File: src/rtl/proc_fetch.sv
// Instruction-fetch datapath: owns the PC and IR and turns control strobes into
// a req/gnt/rvalid read on the instruction-memory port.
module proc_fetch #(
  parameter int              XLEN     = 32,
  parameter int              ISA_DPTH = 64,
  parameter logic [XLEN-1:0] RST_PC   = '0,
  localparam int             OPW      = $clog2(ISA_DPTH)
) (
  input  logic            clk,
  input  logic            rst_n,
  input  logic            i_ir_e,
  input  logic            i_pc_e,
  input  logic            i_pc_sel,
  input  logic [XLEN-1:0] i_pc_tgt,
  output logic            o_imem_req,
  output logic [XLEN-1:0] o_imem_addr,
  input  logic            i_imem_gnt,
  input  logic            i_imem_rvalid,
  input  logic [XLEN-1:0] i_imem_rdata,
  output logic [XLEN-1:0] o_pc,
  output logic [XLEN-1:0] o_ir,
  output logic [OPW-1:0]  o_opcd,
  output logic            o_ir_vld,
  output logic            o_busy
);

  // state  | meaning
  // S_IDLE | no fetch in flight, waiting for i_ir_e
  // S_REQ  | request asserted, waiting for grant
  // S_WAIT | granted, waiting for read data
  typedef enum logic [1:0] {S_IDLE, S_REQ, S_WAIT} state_t;

  state_t          r_state;
  logic [XLEN-1:0] r_pc;
  logic [XLEN-1:0] r_ir;
  logic [XLEN-1:0] r_addr;
  logic            r_ir_vld;

  always_ff @(posedge clk) begin
    if (!rst_n) begin
      r_state  <= S_IDLE;
      r_pc     <= RST_PC;
      r_ir     <= '0;
      r_addr   <= '0;
      r_ir_vld <= 1'b0;
    end else begin
      // PC update runs regardless of fetch state; a fetch started on the same
      // edge latches the pre-update PC into r_addr.
      if (i_pc_e) begin
        if (i_pc_sel) r_pc <= {i_pc_tgt[XLEN-1:2], 2'b00};
        else          r_pc <= r_pc + XLEN'(4);
      end

      case (r_state)
        S_IDLE: begin
          if (i_ir_e) begin
            r_addr   <= r_pc;
            r_ir_vld <= 1'b0;
            r_state  <= S_REQ;
          end
        end
        S_REQ: begin
          if (i_imem_gnt) r_state <= S_WAIT;
        end
        S_WAIT: begin
          if (i_imem_rvalid) begin
            r_ir     <= i_imem_rdata;
            r_ir_vld <= 1'b1;
            r_state  <= S_IDLE;
          end
        end
        default: r_state <= S_IDLE;
      endcase
    end
  end

  assign o_imem_req  = (r_state == S_REQ);
  assign o_busy      = (r_state != S_IDLE);
  assign o_imem_addr = r_addr;
  assign o_pc        = r_pc;
  assign o_ir        = r_ir;
  assign o_ir_vld    = r_ir_vld;
  assign o_opcd      = r_ir[XLEN-1 -: OPW];

endmodule

File: config.mk
export PLATFORM = sky130hd
export DESIGN_NAME = proc_fetch
export DESIGN_NICKNAME = d
export VERILOG_FILES = /design/src/rtl/proc_fetch.sv
export SDC_FILE = /design/constraint.sdc
export NUM_CORES = 1
export LEC_CHECK = 0
export ABC_AREA = 1
export CORE_ASPECT_RATIO = 0.9
export CORE_MARGIN = 2
export CORE_UTILIZATION = 45
export DETAILED_ROUTE_END_ITERATION = 10
export GPL_ROUTABILITY_DRIVEN = 0
export HOLD_SLACK_MARGIN = 0.05
export PLACE_DENSITY = 0.87
export SYNTH_ARGS = -nofsm -noshare
export SYNTH_HDL_FRONTEND = slang
export SYNTH_SLANG_ARGS = --single-unit
File: constraint.sdc
create_clock -name clk -period 3.2 [get_ports clk]
set_input_delay 0.8 -clock clk [delete_from_list [all_inputs] [get_ports clk]]
set_output_delay 0.8 -clock clk [all_outputs]
set_load 0.01 [all_outputs]
==> results of run 1 <==
stage by stage:
stage                     utilization, %  cell area, um2  power, mW  cells
after detailed placement            62.5            6330       1.83    938
after global placement              62.5            6330       1.82    938
final                               65.2            6600       2.79    954
after global routing                65.2            6600       2.92    954
after CTS                           65.2            6600       2.81    954
after floorplan                        -            4630       1.56    678
how the worst min path moves through the flow:
stage,from,to,depth (start not counted)
after floorplan,o_ir[0]$_SDFFE_PN0P_,o_ir[0]$_SDFFE_PN0P_,2
after global placement,o_ir[15]$_SDFFE_PN0P_,o_ir[15]$_SDFFE_PN0P_,2
after detailed placement,o_ir[15]$_SDFFE_PN0P_,o_ir[15]$_SDFFE_PN0P_,2
after CTS,o_ir[15]$_SDFFE_PN0P_,o_ir[15]$_SDFFE_PN0P_,2
after global routing,o_ir[9]$_SDFFE_PN0P_,o_ir[9]$_SDFFE_PN0P_,2
final,o_ir[8]$_SDFFE_PN0P_,o_ir[8]$_SDFFE_PN0P_,2
per-layer routing:
layer | share of wire (%) | wire length [um] | up-vias | track usage, %
met5 | 0 | 0 | - | 0
met4 | 2.1 | 267 | 0 | 6.54
met3 | 6.4 | 831 | 23 | 4.71
met2 | 47 | 6120 | 183 | 38.5
met1 | 44 | 5770 | 2112 | 30.9
li1 | - | - | 2442 | -
cells by family after synthesis:
family,synth area share [%]
and+or+nand+nor,26.9
AOI/OAI and AO/OA,20.4
buffers and inverters,11.1
DFF,41.2
adders and majority gates,0.271
other,0.0812
worst max-delay path, stage by stage:
cell	delay [ns]
sky130_fd_sc_hd__clkdlybuf4s50_1	0.40
sky130_fd_sc_hd__buf_4	0.18
sky130_fd_sc_hd__inv_1	0.27
sky130_fd_sc_hd__buf_4	0.49
sky130_fd_sc_hd__nand3_1	0.20
sky130_fd_sc_hd__nand2_1	0.11
sky130_fd_sc_hd__a21oi_2	0.05
cells in the mapped netlist (all sizes together):
master	instances	area share [%]
nand3	37	4.0
clkinv	2	0.16
o211ai	1	0.16
buf	23	3.1
and2	1	0.14
conb	1	0.081
ha	1	0.27
a221oi	3	0.57
dfxtp	95	41
nand4	2	0.27
or2	1	0.14
a211oi	2	0.32
clkbuf	23	1.9
nand3b	2	0.32
nor2	95	9.8
o21ai	77	8.3
inv	74	6.0
nand2	140	12
o22ai	1	0.14
a21oi	94	11
state kept, by name, summed over array words and instances, names as in the netlist:
name / cells
o_ir: 32
o_imem_addr: 30
o_pc: 30
r_state: 2
o_ir_vld: 1
power breakdown:
part | total (mW) | internal (mW) | leakage, nW | switching, mW
Clock | 0.987 | 0.527 | 0.132 | 0.460
Combinational | 0.494 | 0.263 | 1.45 | 0.231
Sequential | 1.31 | 1.25 | 0.778 | 0.0590
area by class of cell:
type | count | area [um2] | share of cell area (%)
Multi-Input combinational cell | 461 | 2220 | 33.6
Timing Repair Buffer | 177 | 1760 | 26.7
Inverter | 76 | 285 | 4.32
Clock buffer | 9 | 225 | 3.41
Tap cell | 129 | 161 | 2.45
Clock inverter | 7 | 47.5 | 0.720
Sequential cell | 95 | 1900 | 28.8
==> reports/metrics.csv, run 1 <==
stage,metric,value,unit
run_status,status,finished clean,
pwr,VDD IR max,375,uV
sta,unrepaired setup endpoints after global routing,no,
run,Max-cap violations,0,
clock_network,CTS tree,done,
sta,number of setup violations in the final report,0,
route,total via count after detailed routing,4760,
yosys,Yosys Warn Count,0,
clock_network,number of gates resized after CTS,0,
sta,final worst path period need,2.29,ns
global_route,antenna violations before repair,0,
sta,Worst Slack Setup Final,0.905,ns
clock_network,H-tree depth,3,
yosys,flop and latch count out of synthesis,95,
setup_path,capturing instance or port of the critical path,o_pc[22]$_SDFFE_PN0P_,
global_route,global route total overflow,0,
clock_network,cts-stage hold buffer count,0,
finish,Layout Area Growth over Synthesis,42.9,%
setup_path,Max Fanout on Critical Path,46,
sta,top achievable clock speed,436,MHz
clock_network,number of buffers between clock root and the deepest sink,2,
finish,"leading cell types in the layout, fill and taps excluded","sky130_fd_sc_hd__clkdlybuf4s50_1, sky130_fd_sc_hd__nand2_1, sky130_fd_sc_hd__dfxtp_1, sky130_fd_sc_hd__a21oi_1",
finish,count of fill cells added during filler insertion,872,
setup_path,launching element of the worst setup path,i_pc_sel,
route,WL per Instance,13.6,um
setup_path,startpoint class of the critical path,primary input,
finish,Nets,892,
floorplanning,die area,11100,um2
yosys,Post-Syn Instances,675,
clock_network,post-CTS setup buffer count,0,
hold_path,kind of path behind the tightest hold check,reg -> reg,
route,post-detailed-route via-to-cell ratio,4.99,
setup_path,Reg2Reg Setup Slack,1.43,ns
clock_network,CTS root buffer,sky130_fd_sc_hd__clkbuf_16,
route,Pre-antenna DRT Iters,6,
sta,final clock skew,0.00499,ns
floorplanning,DIE WIDTH,111,um
floorplanning,I/O pin count,176,
pwr,Leak,2.36,nW
floorplanning,placeable core area,10100,um2
yosys,"Avg Cell Area, Syn",6.84,um2
route,remaining design rule violation count,0,
sta,hold violation count in the final report,0,
yosys,Syn Std Cell Area,4620,um2
sta,Fin Hold WS,0.444,ns
setup_path,WP data arrival,2.50,ns
finish,layout cells sized above 1,8.24,%
sta,final total negative setup slack,0,ns
floorplanning,starting density of the core,45.7,%
clock_network,CTS sink cnt,95,
yosys,proportion of synthesized chip area in sequential cells,41.2,%
finish,"leading cell type in the layout, fill and taps excluded",sky130_fd_sc_hd__clkdlybuf4s50_1,
pwr,power per cell area,423,nW/um2
clock_network,clock buffers created by TritonCTS,9,
finish,antenna diode instance count,0,
setup_path,R2R Path End,o_imem_addr[27]$_SDFFE_PN0P_,
floorplanning,y dimension of the die,100,um
placed_design,worst slack at placement,0.602,ns
clock_network,clock latency of the later-clocked register in the worst-skew pair,0.33,ns
route,number of nets still failing antenna checks after routing,0,
sta,Final Slew Violations,0,
sta,worst slew pin tran,0.577,ns
setup_path,category of the worst setup path capture point,flop,
route,DRC violation total after the first TritonRoute iteration,305,
placed_design,detailed-placement wirelength estimate,9.47,mm
setup_path,logic depth of the worst register-to-register path,6,
floorplanning,number of core rows,35,
sta,Max-slew headroom,61.5,%
setup_path,"Worst Path Class, Setup",in -> reg,
yosys,number of distinct library cells after synthesis,28,
route,Detailed Route WL,13.0,mm
global_route,maximum number of pins on one net before global-route repair,67,
placed_design,number of input and output port buffers inserted,169,
setup_path,startpoint of the worst-slack reg-to-reg timing path,r_state[1]$_SDFFE_PN0P_,
sta,final worst-path cycle share,71.7,%
global_route,via count of the first global-routing pass,4277,
global_route,GRT Util Overall,23.2,%
clock_network,clock-pin slew on the worst setup and hold paths,0.07,ns
setup_path,Worst EP required,3.41,ns
global_route,global-route wire length before repair,21.0,mm
No activity file was read; power rests on OpenSTA's default activity.
==> run 2, diff against run 1 <==
CORE_UTILIZATION = 40   (was 45)
PLACE_DENSITY = 0.82   (was 0.87)
clock period = 2 ns   (was 3.2 ns; I/O delays follow)
==> reports/metrics.csv, run 2 (synthesis results as in run 1) <==
stage,metric,value,unit
run_status,status,finished clean,
setup_path,"Worst Path Class, Setup",reg -> out,
sta,number of setup violations in the final report,0,
setup_path,Slowest Stage Delay on Critical Path,0.62,ns
global_route,antenna violations before repair,0,
route,total via count after detailed routing,4858,
pwr,switching share of power,26.8,%
finish,"leading cell type in the layout, fill and taps excluded",sky130_fd_sc_hd__clkdlybuf4s50_1,
setup_path,startpoint of the worst-slack reg-to-reg timing path,o_pc[3]$_SDFFE_PN0P_,
setup_path,CP Buf/Inv Count,1,
pwr,VDD IR max,459,uV
setup_path,highest-delay cell along the critical path,sky130_fd_sc_hd__clkdlybuf4s50_1,
run,Max-cap violations,0,
global_route,global route total overflow,0,
global_route,global-route wire length before repair,20.8,mm
floorplanning,number of core rows,37,
pwr,fraction of power consumed by the clock network,35.8,%
clock_network,CTS sink cnt,95,
clock_network,clock buffers created by TritonCTS,9,
finish,layout cells sized above 1,8.92,%
floorplanning,I/O pin count,176,
hold_path,end point of the worst hold path,o_ir[11]$_SDFFE_PN0P_,
route,Pre-antenna DRT Iters,4,
setup_path,launching element of the worst setup path,o_pc[27]$_SDFFE_PN0P_,
hold_path,kind of path behind the tightest hold check,reg -> reg,
setup_path,Worst EP required,1.50,ns
route,DRC violation total after the first TritonRoute iteration,403,
clock_network,number of buffers between clock root and the deepest sink,2,
route,Detailed Route WL,13.3,mm
floorplanning,DIE WIDTH,117,um
clock_network,clock latency of the later-clocked register in the worst-skew pair,0.34,ns
route,number of nets still failing antenna checks after routing,0,
route,WL per Instance,13.4,um
pwr,share of total power in combinational logic,18.0,%
sta,final worst-path cycle share,95.5,%
setup_path,category of the worst setup path capture point,primary output,
setup_path,WP data arrival,1.41,ns
pwr,part of the total power dissipated in sequential elements,46.2,%
hold_path,cell depth of the worst hold path,2,
clock_network,H-tree depth,3,
floorplanning,y dimension of the die,106,um
setup_path,R2R Path End,o_pc[16]$_SDFFE_PN0P_,
setup_path,startpoint class of the critical path,flop,
global_route,via count of the first global-routing pass,4295,
clock_network,CTS root buffer,sky130_fd_sc_hd__clkbuf_16,
setup_path,Max Fanout on Critical Path,6,
setup_path,"Largest delay share family, worst path",buffers and inverters,
clock_network,post-CTS setup buffer count,0,
hold_path,hold wc startpoint,o_ir[11]$_SDFFE_PN0P_,
placed_design,number of input and output port buffers inserted,169,
clock_network,CTS tree,done,
sta,unrepaired setup endpoints after global routing,no,
pwr,net switching power,1.22,mW
setup_path,cells traversed along the worst timing path,clkdlybuf4s50_1,
clock_network,cts-stage hold buffer count,0,
sta,final total negative setup slack,0,ns
placed_design,detailed-placement wirelength estimate,9.85,mm
floorplanning,placeable core area,11300,um2
global_route,maximum number of pins on one net before global-route repair,59,
sta,hold violation count in the final report,0,
finish,Nets,898,
setup_path,Reg2Reg Setup Slack,0.32,ns
finish,count of fill cells added during filler insertion,1029,
route,remaining design rule violation count,0,
finish,"flip-flop count of the largest register, all copies and words added",32,
pwr,power per cell area,674,nW/um2
finish,"leading cell types in the layout, fill and taps excluded","sky130_fd_sc_hd__clkdlybuf4s50_1, sky130_fd_sc_hd__nand2_1, sky130_fd_sc_hd__dfxtp_1, sky130_fd_sc_hd__a21oi_1",
setup_path,logic depth of the worst register-to-register path,10,
finish,Layout Area Growth over Synthesis,45.9,%
sta,top achievable clock speed,523,MHz
pwr,Leak,2.42,nW
sta,final worst path period need,1.91,ns
route,post-detailed-route via-to-cell ratio,4.93,
finish,antenna diode instance count,0,
floorplanning,die area,12400,um2
global_route,GRT Util Overall,21.3,%
floorplanning,starting density of the core,40.7,%
pwr,internal power consumption,3.33,mW
sta,final clock skew,0.00626,ns
pwr,power consumption,4.54,mW
sta,Final Slew Violations,0,
clock_network,clock-pin slew on the worst setup and hold paths,0.07,ns
==> run 2: cell count changes in the layout (fill, tap and decap cells not counted) <==
cell	before	now
sky130_fd_sc_hd__clkinvlp_4	2	1
sky130_fd_sc_hd__dfxtp_2	0	1
sky130_fd_sc_hd__dlymetal6s2s_1	0	1
sky130_fd_sc_hd__inv_6	1	2
sky130_fd_sc_hd__clkdlybuf4s50_1	168	167
sky130_fd_sc_hd__clkinv_2	3	0
sky130_fd_sc_hd__clkinv_4	1	2
sky130_fd_sc_hd__buf_4	7	9
sky130_fd_sc_hd__clkbuf_8	0	1
sky130_fd_sc_hd__buf_12	1	5
sky130_fd_sc_hd__dfxtp_1	95	94
==> run 2: routing by layer <==
metal / GRT usage [%] / share of wire [%] / vias to the layer above
li1: - / - / 2460
met1: 26.4 / 41 / 2173
met2: 33.9 / 46 / 197
met3: 8.10 / 10 / 28
met4: 6.97 / 2.2 / 0
met5: 0 / 0 / -
==> run 2: how the worst max path moves through the flow <==
stage / endpoint / slack (ns) / depth (start not counted)
2_1_floorplan: o_pc[20]$_SDFFE_PN0P_ / 0.55 / 10
3_3_place_gp: o_pc[10]$_SDFFE_PN0P_ / 0.16 / 6
3_5_place_dp: o_pc[15]$_SDFFE_PN0P_ / 0.14 / 7
4_1_cts: o_imem_req / 0.01 / 3
5_1_grt: o_busy / 0.01 / 3
6_report: o_pc[27] / 0.09 / 1
==> run 2: power by group through the flow <==
stage               Sequential (mW)  Clock (mW)  Combinational, mW
global placement               2.13           0              0.807
global route                   2.11        1.75              0.898
finish                         2.10        1.63              0.819
CTS                            2.10        1.67              0.824
floorplan                      2.17           0              0.321
detailed placement             2.14           0              0.818
==> run 2: cell type report <==
class                           instances  area [um2]  area share [%]
Inverter                               76         285            4.23
Multi-Input combinational cell        461        2220            32.9
Clock buffer                           10         239            3.54
Sequential cell                        95        1900            28.2
Clock inverter                          5        42.5           0.631
Timing Repair Buffer                  183        1860            27.5
Tap cell                              156         195            2.90
==> run 2: metrics by stage <==
step                area [um2]  util, %  setup slack [ns]  hold WS (ns)  cells
global route              6740     59.4            0.0130         0.463    986
floorplan                 4630        -             0.546         0.468    678
finish                    6740     59.4            0.0891         0.443    986
CTS                       6740     59.4            0.0115         0.446    986
detailed placement        6460     56.9             0.141         0.436    971
global placement          6460     56.9             0.162         0.431    971
==> run 2: repair_timing <==
item	CTS	global route
endpoints found under the setup margin	0	2
resized for setup	0	2
endpoints found under the hold margin	0	0
==> run 3, diff against run 2 <==
SETUP_SLACK_MARGIN = 0.15   (was unset)
==> reports/metrics.csv, run 3 (synthesis results as in run 1) <==
stage,metric,value,unit
run_status,status,finished clean,
route,post-detailed-route via-to-cell ratio,4.90,
clock_network,CTS tree,done,
route,Pre-antenna DRT Iters,4,
floorplanning,y dimension of the die,106,um
setup_path,Slowest Stage Delay on Critical Path,0.56,ns
setup_path,cells traversed along the worst timing path,clkdlybuf4s50_1,
run,Max-cap violations,0,
setup_path,Max Fanout on Critical Path,6,
floorplanning,number of core rows,37,
placed_design,worst slack at placement,0.141,ns
clock_network,clock-pin slew on the worst setup and hold paths,0.07,ns
finish,"leading cell type in the layout, fill and taps excluded",sky130_fd_sc_hd__clkdlybuf4s50_1,
pwr,internal power consumption,3.32,mW
finish,"leading cell types in the layout, fill and taps excluded","sky130_fd_sc_hd__clkdlybuf4s50_1, sky130_fd_sc_hd__nand2_1, sky130_fd_sc_hd__a21oi_1, sky130_fd_sc_hd__dfxtp_1",
clock_network,clock latency of the later-clocked register in the worst-skew pair,0.34,ns
floorplanning,starting density of the core,40.7,%
clock_network,CTS sink cnt,95,
finish,"flip-flop count of the largest register, all copies and words added",32,
pwr,power per cell area,670,nW/um2
route,WL per Instance,13.6,um
sta,Worst Slack Setup Final,0.187,ns
sta,Final Slew Violations,0,
setup_path,"Worst Path Class, Setup",reg -> out,
route,number of nets still failing antenna checks after routing,0,
global_route,maximum number of pins on one net before global-route repair,59,
setup_path,category of the worst setup path capture point,primary output,
route,Detailed Route WL,13.4,mm
setup_path,startpoint class of the critical path,flop,
global_route,global-route wire length before repair,20.8,mm
finish,Nets,899,
setup_path,"Largest delay share family, worst path",buffers and inverters,
sta,final worst-path cycle share,90.7,%
finish,final core area utilization,59.7,%
sta,number of setup violations in the final report,0,
setup_path,WP data arrival,1.31,ns
route,DRC violation total after the first TritonRoute iteration,397,
clock_network,H-tree depth,3,
global_route,GRT Util Overall,21.3,%
pwr,net switching power,1.22,mW
finish,layout cells sized above 1,11.2,%
pwr,part of the total power dissipated in sequential elements,46.3,%
floorplanning,I/O pin count,176,
route,total via count after detailed routing,4837,
sta,top achievable clock speed,552,MHz
floorplanning,die area,12400,um2
setup_path,CP Buf/Inv Count,1,
sta,final total negative setup slack,0,ns
setup_path,Worst EP required,1.50,ns
global_route,antenna violations before repair,0,
sta,final worst path period need,1.81,ns
hold_path,kind of path behind the tightest hold check,reg -> reg,
sta,final clock skew,0.00814,ns
clock_network,cts-stage hold buffer count,0,
pwr,share of total power in combinational logic,17.9,%
floorplanning,placeable core area,11300,um2
setup_path,highest-delay cell along the critical path,sky130_fd_sc_hd__clkdlybuf4s50_1,
global_route,global route total overflow,0,
clock_network,number of buffers between clock root and the deepest sink,2,
finish,antenna diode instance count,0,
clock_network,clock buffers created by TritonCTS,9,
pwr,fraction of power consumed by the clock network,35.8,%
pwr,VDD IR max,459,uV
pwr,Leak,2.53,nW
clock_network,CTS root buffer,sky130_fd_sc_hd__clkbuf_16,
placed_design,number of input and output port buffers inserted,169,
pwr,switching share of power,26.8,%
placed_design,detailed-placement wirelength estimate,9.85,mm
global_route,via count of the first global-routing pass,4304,
finish,Layout Area Growth over Synthesis,46.7,%
sta,hold violation count in the final report,0,
route,remaining design rule violation count,0,
sta,unrepaired setup endpoints after global routing,no,
floorplanning,DIE WIDTH,117,um
-- run 3: area by class of cell --
class,instances,area [um2]
clock inverter,5,42.5
sequential,95,1920
tap,156,195
inverter,76,285
timing repair buffer,184,1860
multi-input combinational,461,2220
clock buffer,10,239
fill,1018,4570
-- run 3: metal layers --
metal / part of all wire, % / track usage, % / vias up
li1: - / - / 2458
met1: 42 / 26.4 / 2166
met2: 46 / 33.8 / 187
met3: 9.7 / 8.10 / 26
met4: 2.3 / 7.23 / 0
met5: 0 / 0 / -
-- run 3: through the flow --
stage	instances	instance area [um2]	hold slack, ns	total power [mW]
after global routing	987	6780	0.463	4.76
after global placement	971	6460	0.431	2.94
after floorplan	678	4630	0.468	2.49
after detailed placement	971	6460	0.436	2.95
final	987	6780	0.443	4.54
after CTS	986	6750	0.446	4.58
-- run 3: timing repair --
item                       in CTS  in global routing
setup buffers                   0                  1
pin swaps                       0                  1
setup endpoints to repair      21                 10
resized for setup              22                 10
-- run 3: worst paths after layout --
| path | start | to | slack, ns | cells past startpoint |
|---|---|---|---|---|
| worst max-delay path | o_pc[15]$_SDFFE_PN0P_ | o_pc[15] | 0.19 | 1 |
| worst min-delay path | o_ir[11]$_SDFFE_PN0P_ | o_ir[11]$_SDFFE_PN0P_ | 0.44 | 2 |
| worst max register to register | o_pc[3]$_SDFFE_PN0P_ | o_pc[16]$_SDFFE_PN0P_ | 0.30 | 10 |
| worst min register to register | o_ir[11]$_SDFFE_PN0P_ | o_ir[11]$_SDFFE_PN0P_ | 0.44 | 2 |
-- run 3: power groups by stage --
stage          Combinational [mW]  Clock (mW)  Sequential, mW
2_1_floorplan               0.321           0            2.17
3_3_place_gp                0.807           0            2.13
3_5_place_dp                0.818           0            2.14
4_1_cts                     0.817        1.67            2.10
5_1_grt                     0.890        1.75            2.12
6_report                    0.811        1.63            2.10
